$ cat config.mk
export PLATFORM = sky130hd
export DESIGN_NAME = soc_bus_decoder_flat
export DESIGN_NICKNAME = d
export VERILOG_FILES = /design/src/rtl/soc_bus_decoder_if.sv /design/src/rtl/soc_bus_decoder.sv /design/src/flat_wrapper.sv
export SDC_FILE = /design/constraint.sdc
export NUM_CORES = 1
export LEC_CHECK = 0
export CAP_MARGIN = 10
export CELL_PAD_IN_SITES_DETAIL_PLACEMENT = 0
export CELL_PAD_IN_SITES_GLOBAL_PLACEMENT = 1
export CORE_UTILIZATION = 30
export CTS_BUF_LIST = sky130_fd_sc_hd__clkbuf_4 sky130_fd_sc_hd__clkbuf_8
export DETAILED_ROUTE_END_ITERATION = 6
export PLACE_DENSITY = 0.82
export RECOVER_POWER = 50
export REMOVE_ABC_BUFFERS = 1
export SYNTH_ARGS = -nofsm -noshare
export SYNTH_HDL_FRONTEND = slang
export SYNTH_SLANG_ARGS = --single-unit
export TNS_END_PERCENT = 50
$ cat constraint.sdc
create_clock -name clk -period 2.8 [get_ports clk]
set_clock_uncertainty 0.1 [all_clocks]
set_input_delay 0.42 -clock clk [delete_from_list [all_inputs] [get_ports clk]]
set_output_delay 0.42 -clock clk [all_outputs]
set_load 0.03 [all_outputs]
$ cat src/rtl/soc_bus_decoder_if.sv
// Bus bundle between the cpu6 data port, the decoder and its slaves.
// The "slave" modport is the decoder's view: it is the slave of the cpu6 data port and drives the shared slave bus.
// The "master" modport is the surrounding system: the cpu6 core plus the peripherals.
interface soc_bus_decoder_if #(
  parameter int unsigned XLEN       = 32,
  parameter int unsigned NUM_SLAVES = 4,
  parameter int unsigned ERRCNT_W   = 8
);

  // cpu6 data port
  logic                       m_req;
  logic                       m_we;
  logic [XLEN-1:0]            m_addr;
  logic [XLEN-1:0]            m_wdata;
  logic [XLEN-1:0]            m_rdata;
  logic                       m_ready;
  logic                       m_err;

  // shared slave bus
  logic [NUM_SLAVES-1:0]      s_req;
  logic                       s_we;
  logic [XLEN-1:0]            s_addr;
  logic [XLEN-1:0]            s_wdata;
  logic [NUM_SLAVES*XLEN-1:0] s_rdata;
  logic [NUM_SLAVES-1:0]      s_ready;

  // error capture
  logic [XLEN-1:0]            err_addr;
  logic [ERRCNT_W-1:0]        err_count;

  modport slave (
    input  m_req, m_we, m_addr, m_wdata,
    output m_rdata, m_ready, m_err,
    output s_req, s_we, s_addr, s_wdata,
    input  s_rdata, s_ready,
    output err_addr, err_count
  );

  modport master (
    output m_req, m_we, m_addr, m_wdata,
    input  m_rdata, m_ready, m_err,
    input  s_req, s_we, s_addr, s_wdata,
    output s_rdata, s_ready,
    input  err_addr, err_count
  );

endinterface

$ cat src/rtl/soc_bus_decoder.sv
// Memory-mapped data-bus decoder: routes each cpu6 access to one of NUM_SLAVES
// address regions, waits for the slave's ready with a timeout, and returns a
// registered one-cycle response. Decode misses and timeouts complete with
// m_err and are recorded in err_addr / err_count.
module soc_bus_decoder #(
  parameter int unsigned XLEN       = 32,
  parameter int unsigned NUM_SLAVES = 4,
  parameter int unsigned SEL_LSB    = 16,
  parameter int unsigned SEL_BITS   = 2,
  parameter int unsigned TIMEOUT    = 255,
  parameter int unsigned ERRCNT_W   = 8
) (
  input  logic               clk,
  input  logic               resetn,
  soc_bus_decoder_if.slave   bus
);

  // Timer only has to hold 0..TIMEOUT-1.
  localparam int unsigned TMR_W = (TIMEOUT > 1) ? $clog2(TIMEOUT) : 1;
  // One extra bit so NUM_SLAVES == 2^SEL_BITS is representable in the range check.
  localparam int unsigned SEL_CMP_W = SEL_BITS + 1;

  typedef enum logic [1:0] {
    S_IDLE = 2'd0,
    S_BUSY = 2'd1,
    S_RESP = 2'd2,
    S_ERR  = 2'd3
  } state_t;

  state_t                state_q, state_d;
  logic [SEL_BITS-1:0]   sel_q, sel_d;
  logic [TMR_W-1:0]      timer_q, timer_d;
  logic                  we_q, we_d;
  logic [XLEN-1:0]       addr_q, addr_d;
  logic [XLEN-1:0]       wdata_q, wdata_d;
  logic [NUM_SLAVES-1:0] s_req_q, s_req_d;
  logic                  m_ready_q, m_ready_d;
  logic                  m_err_q, m_err_d;
  logic [XLEN-1:0]       m_rdata_q, m_rdata_d;
  logic [XLEN-1:0]       err_addr_q, err_addr_d;
  logic [ERRCNT_W-1:0]   err_count_q, err_count_d;

  logic [SEL_BITS-1:0]   sel_in_c;
  logic                  sel_in_range_c;
  logic                  sel_ready_c;
  logic [XLEN-1:0]       sel_rdata_c;

  // Slave-select field of the incoming address and whether it maps to a port.
  always_comb begin
    sel_in_c       = bus.m_addr[SEL_LSB +: SEL_BITS];
    sel_in_range_c = (SEL_CMP_W'(sel_in_c) < SEL_CMP_W'(NUM_SLAVES));
  end

  // Ready/read-data mux of the latched slave; other slaves' s_ready is ignored.
  always_comb begin
    sel_ready_c = 1'b0;
    sel_rdata_c = '0;
    for (int unsigned i = 0; i < NUM_SLAVES; i++) begin
      if (sel_q == SEL_BITS'(i)) begin
        sel_ready_c = bus.s_ready[i];
        sel_rdata_c = bus.s_rdata[i*XLEN +: XLEN];
      end
    end
  end

  // Next-state and next-output logic.
  always_comb begin
    state_d     = state_q;
    sel_d       = sel_q;
    timer_d     = timer_q;
    we_d        = we_q;
    addr_d      = addr_q;
    wdata_d     = wdata_q;
    s_req_d     = '0;
    m_ready_d   = 1'b0;
    m_err_d     = 1'b0;
    m_rdata_d   = '0;
    err_addr_d  = err_addr_q;
    err_count_d = err_count_q;

    case (state_q)
      S_IDLE: begin
        if (bus.m_req) begin
          sel_d   = sel_in_c;
          we_d    = bus.m_we;
          addr_d  = bus.m_addr;
          wdata_d = bus.m_wdata;
          timer_d = '0;
          state_d = sel_in_range_c ? S_BUSY : S_ERR;
        end
      end
      S_BUSY: begin
        // A ready on the last allowed cycle still completes normally.
        if (sel_ready_c) begin
          state_d   = S_RESP;
          m_rdata_d = we_q ? '0 : sel_rdata_c;
        end else if (timer_q == TMR_W'(TIMEOUT - 1)) begin
          state_d = S_ERR;
        end else begin
          timer_d = timer_q + TMR_W'(1);
        end
      end
      S_RESP:  state_d = S_IDLE;
      S_ERR:   state_d = S_IDLE;
      default: state_d = S_IDLE;
    endcase

    // Request to the selected slave for every cycle spent in BUSY.
    if (state_d == S_BUSY) begin
      for (int unsigned i = 0; i < NUM_SLAVES; i++) begin
        s_req_d[i] = (sel_d == SEL_BITS'(i));
      end
    end

    // Response pulse and error capture coincide with the RESP/ERR cycle.
    if (state_d == S_RESP) begin
      m_ready_d = 1'b1;
    end
    if (state_d == S_ERR) begin
      m_ready_d  = 1'b1;
      m_err_d    = 1'b1;
      err_addr_d = addr_d;
      if (err_count_q != '1) begin
        err_count_d = err_count_q + ERRCNT_W'(1);
      end
    end
  end

  // State, latches and registered outputs; reset abandons any access in flight.
  always_ff @(posedge clk or negedge resetn) begin
    if (!resetn) begin
      state_q     <= S_IDLE;
      sel_q       <= '0;
      timer_q     <= '0;
      we_q        <= 1'b0;
      addr_q      <= '0;
      wdata_q     <= '0;
      s_req_q     <= '0;
      m_ready_q   <= 1'b0;
      m_err_q     <= 1'b0;
      m_rdata_q   <= '0;
      err_addr_q  <= '0;
      err_count_q <= '0;
    end else begin
      state_q     <= state_d;
      sel_q       <= sel_d;
      timer_q     <= timer_d;
      we_q        <= we_d;
      addr_q      <= addr_d;
      wdata_q     <= wdata_d;
      s_req_q     <= s_req_d;
      m_ready_q   <= m_ready_d;
      m_err_q     <= m_err_d;
      m_rdata_q   <= m_rdata_d;
      err_addr_q  <= err_addr_d;
      err_count_q <= err_count_d;
    end
  end

  // Drive the bus from registers only.
  assign bus.s_req     = s_req_q;
  assign bus.s_we      = we_q;
  assign bus.s_addr    = addr_q;
  assign bus.s_wdata   = wdata_q;
  assign bus.m_ready   = m_ready_q;
  assign bus.m_err     = m_err_q;
  assign bus.m_rdata   = m_rdata_q;
  assign bus.err_addr  = err_addr_q;
  assign bus.err_count = err_count_q;

endmodule
$ cat src/flat_wrapper.sv
// flat-port wrapper written by rule: the top's interface ports become plain ports
module soc_bus_decoder_flat 
#(
  parameter int unsigned XLEN       = 32,
  parameter int unsigned NUM_SLAVES = 4,
  parameter int unsigned SEL_LSB    = 16,
  parameter int unsigned SEL_BITS   = 2,
  parameter int unsigned TIMEOUT    = 255,
  parameter int unsigned ERRCNT_W   = 8
)
  (clk, resetn, bus_m_req, bus_m_we, bus_m_addr, bus_m_wdata, bus_m_rdata, bus_m_ready, bus_m_err, bus_s_req, bus_s_we, bus_s_addr, bus_s_wdata, bus_s_rdata, bus_s_ready, bus_err_addr, bus_err_count);
  soc_bus_decoder_if #(.XLEN(XLEN), .NUM_SLAVES(NUM_SLAVES), .ERRCNT_W(ERRCNT_W)) bus_i ();
  input  logic clk;
  input  logic resetn;
  input wire logic [$bits(bus_i.m_req)-1:0] bus_m_req;
  input wire logic [$bits(bus_i.m_we)-1:0] bus_m_we;
  input wire logic [$bits(bus_i.m_addr)-1:0] bus_m_addr;
  input wire logic [$bits(bus_i.m_wdata)-1:0] bus_m_wdata;
  output wire logic [$bits(bus_i.m_rdata)-1:0] bus_m_rdata;
  output wire logic [$bits(bus_i.m_ready)-1:0] bus_m_ready;
  output wire logic [$bits(bus_i.m_err)-1:0] bus_m_err;
  output wire logic [$bits(bus_i.s_req)-1:0] bus_s_req;
  output wire logic [$bits(bus_i.s_we)-1:0] bus_s_we;
  output wire logic [$bits(bus_i.s_addr)-1:0] bus_s_addr;
  output wire logic [$bits(bus_i.s_wdata)-1:0] bus_s_wdata;
  input wire logic [$bits(bus_i.s_rdata)-1:0] bus_s_rdata;
  input wire logic [$bits(bus_i.s_ready)-1:0] bus_s_ready;
  output wire logic [$bits(bus_i.err_addr)-1:0] bus_err_addr;
  output wire logic [$bits(bus_i.err_count)-1:0] bus_err_count;
  assign bus_i.m_req = bus_m_req;
  assign bus_i.m_we = bus_m_we;
  assign bus_i.m_addr = bus_m_addr;
  assign bus_i.m_wdata = bus_m_wdata;
  assign bus_m_rdata = bus_i.m_rdata;
  assign bus_m_ready = bus_i.m_ready;
  assign bus_m_err = bus_i.m_err;
  assign bus_s_req = bus_i.s_req;
  assign bus_s_we = bus_i.s_we;
  assign bus_s_addr = bus_i.s_addr;
  assign bus_s_wdata = bus_i.s_wdata;
  assign bus_i.s_rdata = bus_s_rdata;
  assign bus_i.s_ready = bus_s_ready;
  assign bus_err_addr = bus_i.err_addr;
  assign bus_err_count = bus_i.err_count;
  soc_bus_decoder #(.XLEN(XLEN), .NUM_SLAVES(NUM_SLAVES), .SEL_LSB(SEL_LSB), .SEL_BITS(SEL_BITS), .TIMEOUT(TIMEOUT), .ERRCNT_W(ERRCNT_W)) u_core (.clk(clk), .resetn(resetn), .bus(bus_i));
endmodule
**Yosys cells after proc, flatten, opt, wreduce, memory -nomap -nowiden**

Cells that the tools add are included.

- Register bits: 155
- Word-level logic and storage cells: 66
- Output and inout port bits: 143

- Equality and inequality tests: 17
- Mux-type cells: 27
- Reduce and logical (&&, ||, !) cells: 8
- Add/subtract/negate cells: 2

Operators with widths:

| operator | number |
|---|---|
| two-way mux 32 bit | 9 |
| two-way mux 8 bit | 3 |
| adder 8 x 1 -> 8 bit, second input constant | 2 |
| equality test 2 bit, second input constant | 8 |
| one-hot mux 8 bit (2 select lines) | 1 |
| two-way mux 2 bit | 5 |
| equality test 2 x 1 -> 1 bit, second input constant | 4 |
| equality test 8 bit, second input constant | 1 |
| != test 8 bit, second input constant | 1 |
| two-way mux 1 bit | 7 |
| logical NOT 2 bit | 3 |
| != test 2 bit, second input constant | 3 |
| one-hot mux 2 bit (3 select lines) | 1 |
| two-way mux 4 bit | 1 |
| AND reduction 2 bit | 2 |
| AND reduction 4 bit | 1 |
| nonzero test 2 bit | 1 |
| OR reduction 2 bit | 1 |

**Longest topological paths before layout**

Gate-level depths: netlist of run 1.

- Word-level depth: 10
- Depth in mapped cells: 8

**Least setup slack after synthesis of run 1**

OpenSTA, ideal clock, no wires.

- Path kind: register to register
- From: register, netlist name u_core.bus.m_ready
- To: register u_core.err_addr_q[2], in the netlist u_core.bus.err_addr[2]
- Data required time: 2583 ps
- Path slack: 721 ps
- Cell stages (with the launch flop): 7
- Arrival: 1862 ps
- Library setup time: 117 ps
- Period minus slack after synthesis: 2079 ps
- Path through: dfrtp_1 -> nor3b_1 -> clkbuf_1 -> buf_1 -> mux2_2 -> nand2_1 -> nand2_1

RTL lines:

| element | line | text |
|---|---|---|
| to (signal assigned) | soc_bus_decoder.sv:155 | `err_addr_q <= err_addr_d;` |
| to (decl) | soc_bus_decoder.sv:40 | `logic [XLEN-1:0] err_addr_q, err_addr_d;` |

**Worst setup path after layout of run 1**

- From: register u_core.err_count_q[0], in the netlist u_core.bus.err_count[0]
- To: output port bus_err_count[0]

RTL lines:

| element | line | text |
|---|---|---|
| from (decl) | soc_bus_decoder.sv:41 | `logic [ERRCNT_W-1:0] err_count_q, err_count_d;` |
| from (signal assigned) | soc_bus_decoder.sv:156 | `err_count_q <= err_count_d;` |
| to (decl) | flat_wrapper.sv:29 | `output wire logic [$bits(bus_i.err_count)-1:0] bus_err_count;` |

No word-level cell between the ends.

==> flow_summary.toml, run 1 <==
[floorplan]
core_area_mm2 = 0.0213
dieArea_mm2 = 0.0226
ios = 343
die_w_um = 150
start_util_pct = 31.1
row_count = 53
fp.dieH_um = 150

[drt]
ant_nets = 0
drt_pass1_iterations = 4
drt_iter0_drc = 158
wl_per_cell_um = 17.1
via_per_inst = 4.52
finalWirelength_um = 20300
drt_drc_violations_left = 0
route.vias.total = 5370

[flow_run]
drv_cap = 1

[clocking]
htree_levels = 4
clk_path_buf_depth = 2
cts_tree = "done"
clkTransAtPathRegs_ps = 90
cts_root_buf = "clkbuf_8"
cts_sinks = 154
insertion_delay_ps = 450
post-cts-setup-buffers = 0
cts-buffers-inserted = 17

[global_route]
grt_pass1_wl_um = 31000
grt_overflow = 0
grt_use_total_pct = 18.5
first_global_vias = 5521
grt_max_degree = 61
antenna_found_initial = 1

[pwr]
vdd_drop_max_uv = 300
leakagePower_nw = 4.74
p_per_area_mw_per_mm2 = 904

[cells_and_area]
drive_gt1_share_pct = 10.6
final_util_pct = 50.6
fillers = 1886
area_growth_pct = 62.7
fin_nets = 1103
finish.cell_count_without_fillers = 1188

[synth]
yosysUniqueCellTypes = 40
synthArstFlopShare_pct = 100
ys_ff_latch = 154
synth_edf_count = 0
yosys_most_used_dff = "dfrtp_1"
yosysTopAreaCellShare_pct = 58.3
synth_top_area_cell = "dfrtp_1"
ys_warn_count = 0
netlist_area_mm2 = 0.00662
synth_seq_area_share_pct = 58.3
yosys-top-cells-area = "dfrtp_1, nand2_1, mux4_2"
syn_area_per_cell_um2 = 11.8
synthCells = 559

[sta]
setup_violations = 0
rsz0062_at_grt = "false"
worstMarginPinSlew_ps = 1580
finalHoldViolCount = 0
report.final.slew_viol_count = 59
slew_headroom_pct = -5.34
max_freq_mhz = 463
post-route-period-util_pct = 77.1
period_minus_slack_ps = 2160

[status]
violations = "capacitance limit, slew limit"
outcome = "complete, but fails checks"

[worst_setup_path]
endpoint_kind = "primary output"
critPathMaxStageDelay_ps = 730
arrival_ps = 1640
crit_path_cell_trace = "clkdlybuf4s50_1"
worst-endpoint-required_ps = 2280
path_class = "flip-flop to primary output"
critPathLaunch = "u_core.bus.err_count[0]$_DFFE_PN0P_"
reg2reg_from = "u_core.sel_q[0]$_DFF_PN0_"
cp_max_fo = 5
crit_buf_inv = 1
cp_slowest_cell = "clkdlybuf4s50_1"
start_kind = "flip-flop"
crit_family = "buffers and inverters"

[placement]
place_congestion = 0.795
io_buffers = 342
hpwl_um = 15500
dp.cells = 1155

[min_path]
hold_class = "flip-flop to flip-flop"
min-delay-start = "u_core.bus.s_wdata[23]$_DFFE_PN0P_"
-- path summary, 6_finish.rpt --
kind                       slack [ps]  cells after the start                             endpoint
max                               640                      1                     bus_err_count[0]
min                               380                      2   u_core.bus.s_wdata[23]$_DFFE_PN0P_
max reg2reg                       660                      4  u_core.bus.err_count[1]$_DFFE_PN0P_
min reg2reg                       380                      2   u_core.bus.s_wdata[23]$_DFFE_PN0P_
max in group asynchronous         720                      2            u_core.sel_q[0]$_DFF_PN0_
min in group asynchronous         790                      2       u_core.bus.s_addr[6]$_DFF_PN0_
-- state kept, by name, summed over array words and instances, names as in the netlist --
register              flops
u_core.bus.m_err          1
u_core.bus.s_req          4
u_core.bus.m_rdata       32
u_core.bus.m_ready        1
u_core.timer_q            8
u_core.bus.s_we           1
u_core.bus.s_addr        32
u_core.bus.s_wdata       32
u_core.bus.err_addr      32
u_core.state_q            1
u_core.sel_q              2
u_core.bus.err_count      8
-- power breakdown --
group / leakage [nW] / internal [mW] / switching (mW)
clock: 0.189 / 0.737 / 0.940
combinational: 2.55 / 2.22 / 2.64
sequential: 2.01 / 2.88 / 0.315
-- kinds of logic (layout without fill, tap and decap cells) --
logic type               count (synthesis)  after routing  synth area share (%)
AND/OR/NAND/NOR                        275            275                  18.6
flip-flops                             154            154                  58.3
multiplexers                            70             70                  17.5
buffers and inverters                   33            386                  2.23
AO/OA/AOI/OAI                           17             17                  1.89
XOR/XNOR                                 7              7                 0.927
adder cells (fa/ha/maj)                  3              3                 0.567
other                                    0              1                     0
-- cells in the mapped netlist (all sizes together) (2+ instances only) --
library cell,number
mux2,36
a21oi,6
o21ai,4
clkbuf,18
xor2,5
nor3,4
buf,13
and4,3
and3,2
xnor2,2
nor3b,3
dfrtp,154
nand2,205
nand2b,2
ha,3
nand4,4
nand3,3
or3,3
mux4,33
nor2b,33
nor2,8
-- layer usage --
metal	global-route usage [%]	up-vias	wire [µm]
li1	-	2559	-
met1	19.9	2561	7320
met2	33.7	231	10800
met3	5.61	19	1730
met4	6.92	0	425
met5	0	-	0
-- cell type report --
type	instances	area, µm²	area share (%)
diodes	1	2.50	0.0233
clock buffers	17	234	2.17
clock inverters	14	155	1.44
inverters	2	7.51	0.0698
multi-input cells	372	2610	24.3
flip-flops and latches	154	3850	35.8
well taps	275	344	3.20
repair buffers	353	3550	33.0
-- layout by cell type (no fill, tap or decap), drive strengths merged, types with 8 or more instances in the layout --
cell type,netlist,routed
buf,13,9
clkbuf,18,19
clkdlybuf4s50,0,341
dfrtp,154,154
inv,1,9
mux2,36,36
mux4,33,33
nand2,205,205
nor2,8,8
nor2b,33,33
-- repair_timing --
action,4_1_cts,5_1_grt
endpoints found under the hold margin,58,0
gates resized for setup,0,0
hold buffers,1,0
-- through the flow --
step	setup TNS, ps	area, µm²	power, mW	setup WS (ps)	hold WS (ps)
floorplan	-328530	6470	6.13	-3390	24.4
global route	0	10800	10.3	370	377
CTS	0	10800	9.95	585	350
detailed placement	0	10400	8.23	197	339
finish	0	10800	9.73	641	378
global placement	0	10400	8.18	261	341
Note: power is estimated with default switching activity, not from simulation.
==> run 2, diff against run 1 <==
- CORE_UTILIZATION: 30 -> 28
- PLACE_DENSITY: 0.82 -> 0.81
- clock period: 2.8 -> 1.7 ns (I/O delays scaled with it)
==> run 2 against run 1 <==
  * The flow finishes with violations (setup timing)
  * Via count increased by 5.8%
  * Global-route usage increased by 0.52 points
  * Register-to-register slack got worse by 970 ps
  * Critical path type is now flip-flop to flip-flop
==> flow_summary.toml, run 2 (same netlist as run 1, synthesis figures left out) <==
[status]
outcome = "complete, but fails checks"
violations = "setup timing"

[worst_setup_path]
reg2reg_to = "u_core.timer_q[7]$_DFFE_PN0P_"
start_kind = "flip-flop"
crit_family = "compound AO/OA/AOI/OAI gates"
crit_buf_inv = 1
arrival_ps = 2250
endpoint_kind = "flip-flop"
r2r_cells = 5
critPathLaunch = "u_core.sel_q[0]$_DFF_PN0_"
worst-endpoint-required_ps = 1940
crit_path_cell_trace = "mux4_2 > buf_4 > a2111oi_4 > a21oi_1 > a31o_2"
cp_max_fo = 5
critPathMaxStageDelay_ps = 570
path_class = "flip-flop to flip-flop"
reg2reg_from = "u_core.sel_q[0]$_DFF_PN0_"
cp_slowest_cell = "mux4_2"
timing.reg2reg.setup_slack_ps = -310

[drt]
ant_nets = 0
top_layer = "met4"
drt_pass1_iterations = 4
route.vias.total = 5682
finalWirelength_um = 22400
route.met2.wl_um = 12000
drt_drc_violations_left = 0
via_per_inst = 4.45
dr_wl_met3_um = 1670
wl_met1_um = 8440
drt_iter0_drc = 264
wl_per_cell_um = 17.5

[placement]
hpwl_um = 16200
place_congestion = 0.795
io_buffers = 342
pre_cts_slack_ps = -618
dp.cells = 1226
dpl_cell_area_mm2 = 0.0107

[cells_and_area]
diodes = 0
layout_commonest_cell = "clkdlybuf4s50_1"
final_cell_mix = "clkdlybuf4s50_1, nand2_1, dfrtp_1"
area_growth_pct = 73.1
fin_nets = 1153
final_util_pct = 50.0
drive_gt1_share_pct = 22.8
finish.cell_count_without_fillers = 1276
stdcell_area_mm2 = 0.0114

[sta]
worstMarginPinSlew_ps = 782
rsz0062_at_grt = "true"
setup_violations = 98
report.final.slew_viol_count = 0
slew_headroom_pct = 47.9
max_freq_mhz = 498
finalHoldViolCount = 0
setup_slack_ps = -306
fin_setup_tns_ps = -14360
period_minus_slack_ps = 2010
post-route-period-util_pct = 118

[pwr]
p_per_area_mw_per_mm2 = 1420
clkPwrFrac_pct = 18.3
leakagePower_nw = 5.60
internal-power_mw = 9.62
p_sw_mw = 6.65
comb_power_share_pct = 49.6
vdd_drop_max_uv = 557
p_sw_share_pct = 40.9
pwr-share-seq_pct = 32.1

[clocking]
cts_sinks = 154
cts_root_buf = "clkbuf_8"
clk_path_buf_depth = 2
cts_tree = "done"
clkTransAtPathRegs_ps = 90
htree_levels = 4
cts-buffers-inserted = 17
insertion_delay_ps = 460

[flow_run]
drv_cap = 0

[floorplan]
core_area_mm2 = 0.0229
die_w_um = 156
dieArea_mm2 = 0.0242
row_count = 55
ios = 343
fp.dieH_um = 156
start_util_pct = 28.9

[min_path]
hold-path-endpoint = "u_core.bus.s_wdata[17]$_DFFE_PN0P_"
hold_class = "primary input to flip-flop"
whs_path_depth = 3
min-delay-start = "bus_m_wdata[17]"

[global_route]
grt_pass1_wl_um = 34300
grt_overflow = 0
grt_max_degree = 49
grt_use_total_pct = 19.0
antenna_found_initial = 0
first_global_vias = 6030
run 2: cell types whose count changed in the layout (fill, tap and decap cells not counted), sizes merged, moves of 2 or more:
cell / before / now
clkdlybuf4s50: 341 / 198
dlygate4sd2: 0 / 130
buf: 9 / 56
clkbuf: 19 / 28
clkdlybuf4s15: 0 / 8
clkinv: 3 / 7
inv: 9 / 6
clkinvlp: 3 / 1
run 2: final cells by class:
cell class / instances / area, µm²
fillers: 2121 / 11500
repair buffers: 403 / 3970
flip-flops and latches: 154 / 3860
multi-input cells: 372 / 2780
well taps: 313 / 392
clock buffers: 18 / 248
clock inverters: 14 / 181
inverters: 2 / 20.0
run 2: what timing repair did:
| item | 4_1_cts | 5_1_grt |
|---|---|---|
| setup endpoints to repair | 197 | 128 |
| pin swaps | 29 | 18 |
| gates cloned | 7 | 2 |
| buffers inserted | 9 | 4 |
| hold buffers | 1 | 0 |
| hold endpoints to repair | 154 | 0 |
| gates resized for setup | 195 | 42 |
run 2: power by group through the flow:
stage	sequential (mW)	combinational, mW	clock [mW]
6_report	5.22	8.06	2.98
5_1_grt	5.37	8.63	3.26
4_1_cts	5.23	7.93	3.08
3_5_place_dp	5.35	8.52	0
3_3_place_gp	5.29	8.50	0
2_1_floorplan	7.62	2.41	0
run 2: through the flow:
stage | power (mW) | hold WS [ps]
final | 16.3 | 222
after global routing | 17.3 | 196
after CTS | 16.2 | 109
after detailed placement | 13.9 | 55.4
after global placement | 13.8 | 49.7
after floorplan | 10.0 | -141
run 2: metal layers:
metal | global-route usage (%) | vias up
li1 | - | 2665
met1 | 21.1 | 2762
met2 | 34.9 | 237
met3 | 6.00 | 18
met4 | 4.95 | 0
met5 | 0 | -
run 2: worst min-delay path, cell delays in order:
cell and delay, ps:
clkdlybuf4s50_1 400, nand2_1 60, nand2_1 40
run 2: worst max path at each step:
stage                                                     end  slack [ps]  depth (start not counted)
final                           u_core.timer_q[7]$_DFFE_PN0P_        -310                          5
after global routing      u_core.bus.err_count[1]$_DFFE_PN0P_        -370                          5
after CTS                       u_core.timer_q[5]$_DFFE_PN0P_        -330                          5
after detailed placement        u_core.timer_q[6]$_DFFE_PN0P_        -620                          6
after global placement    u_core.bus.err_count[7]$_DFFE_PN0P_        -600                          5
after floorplan                 u_core.bus.s_req[1]$_DFF_PN0_       -4490                          3
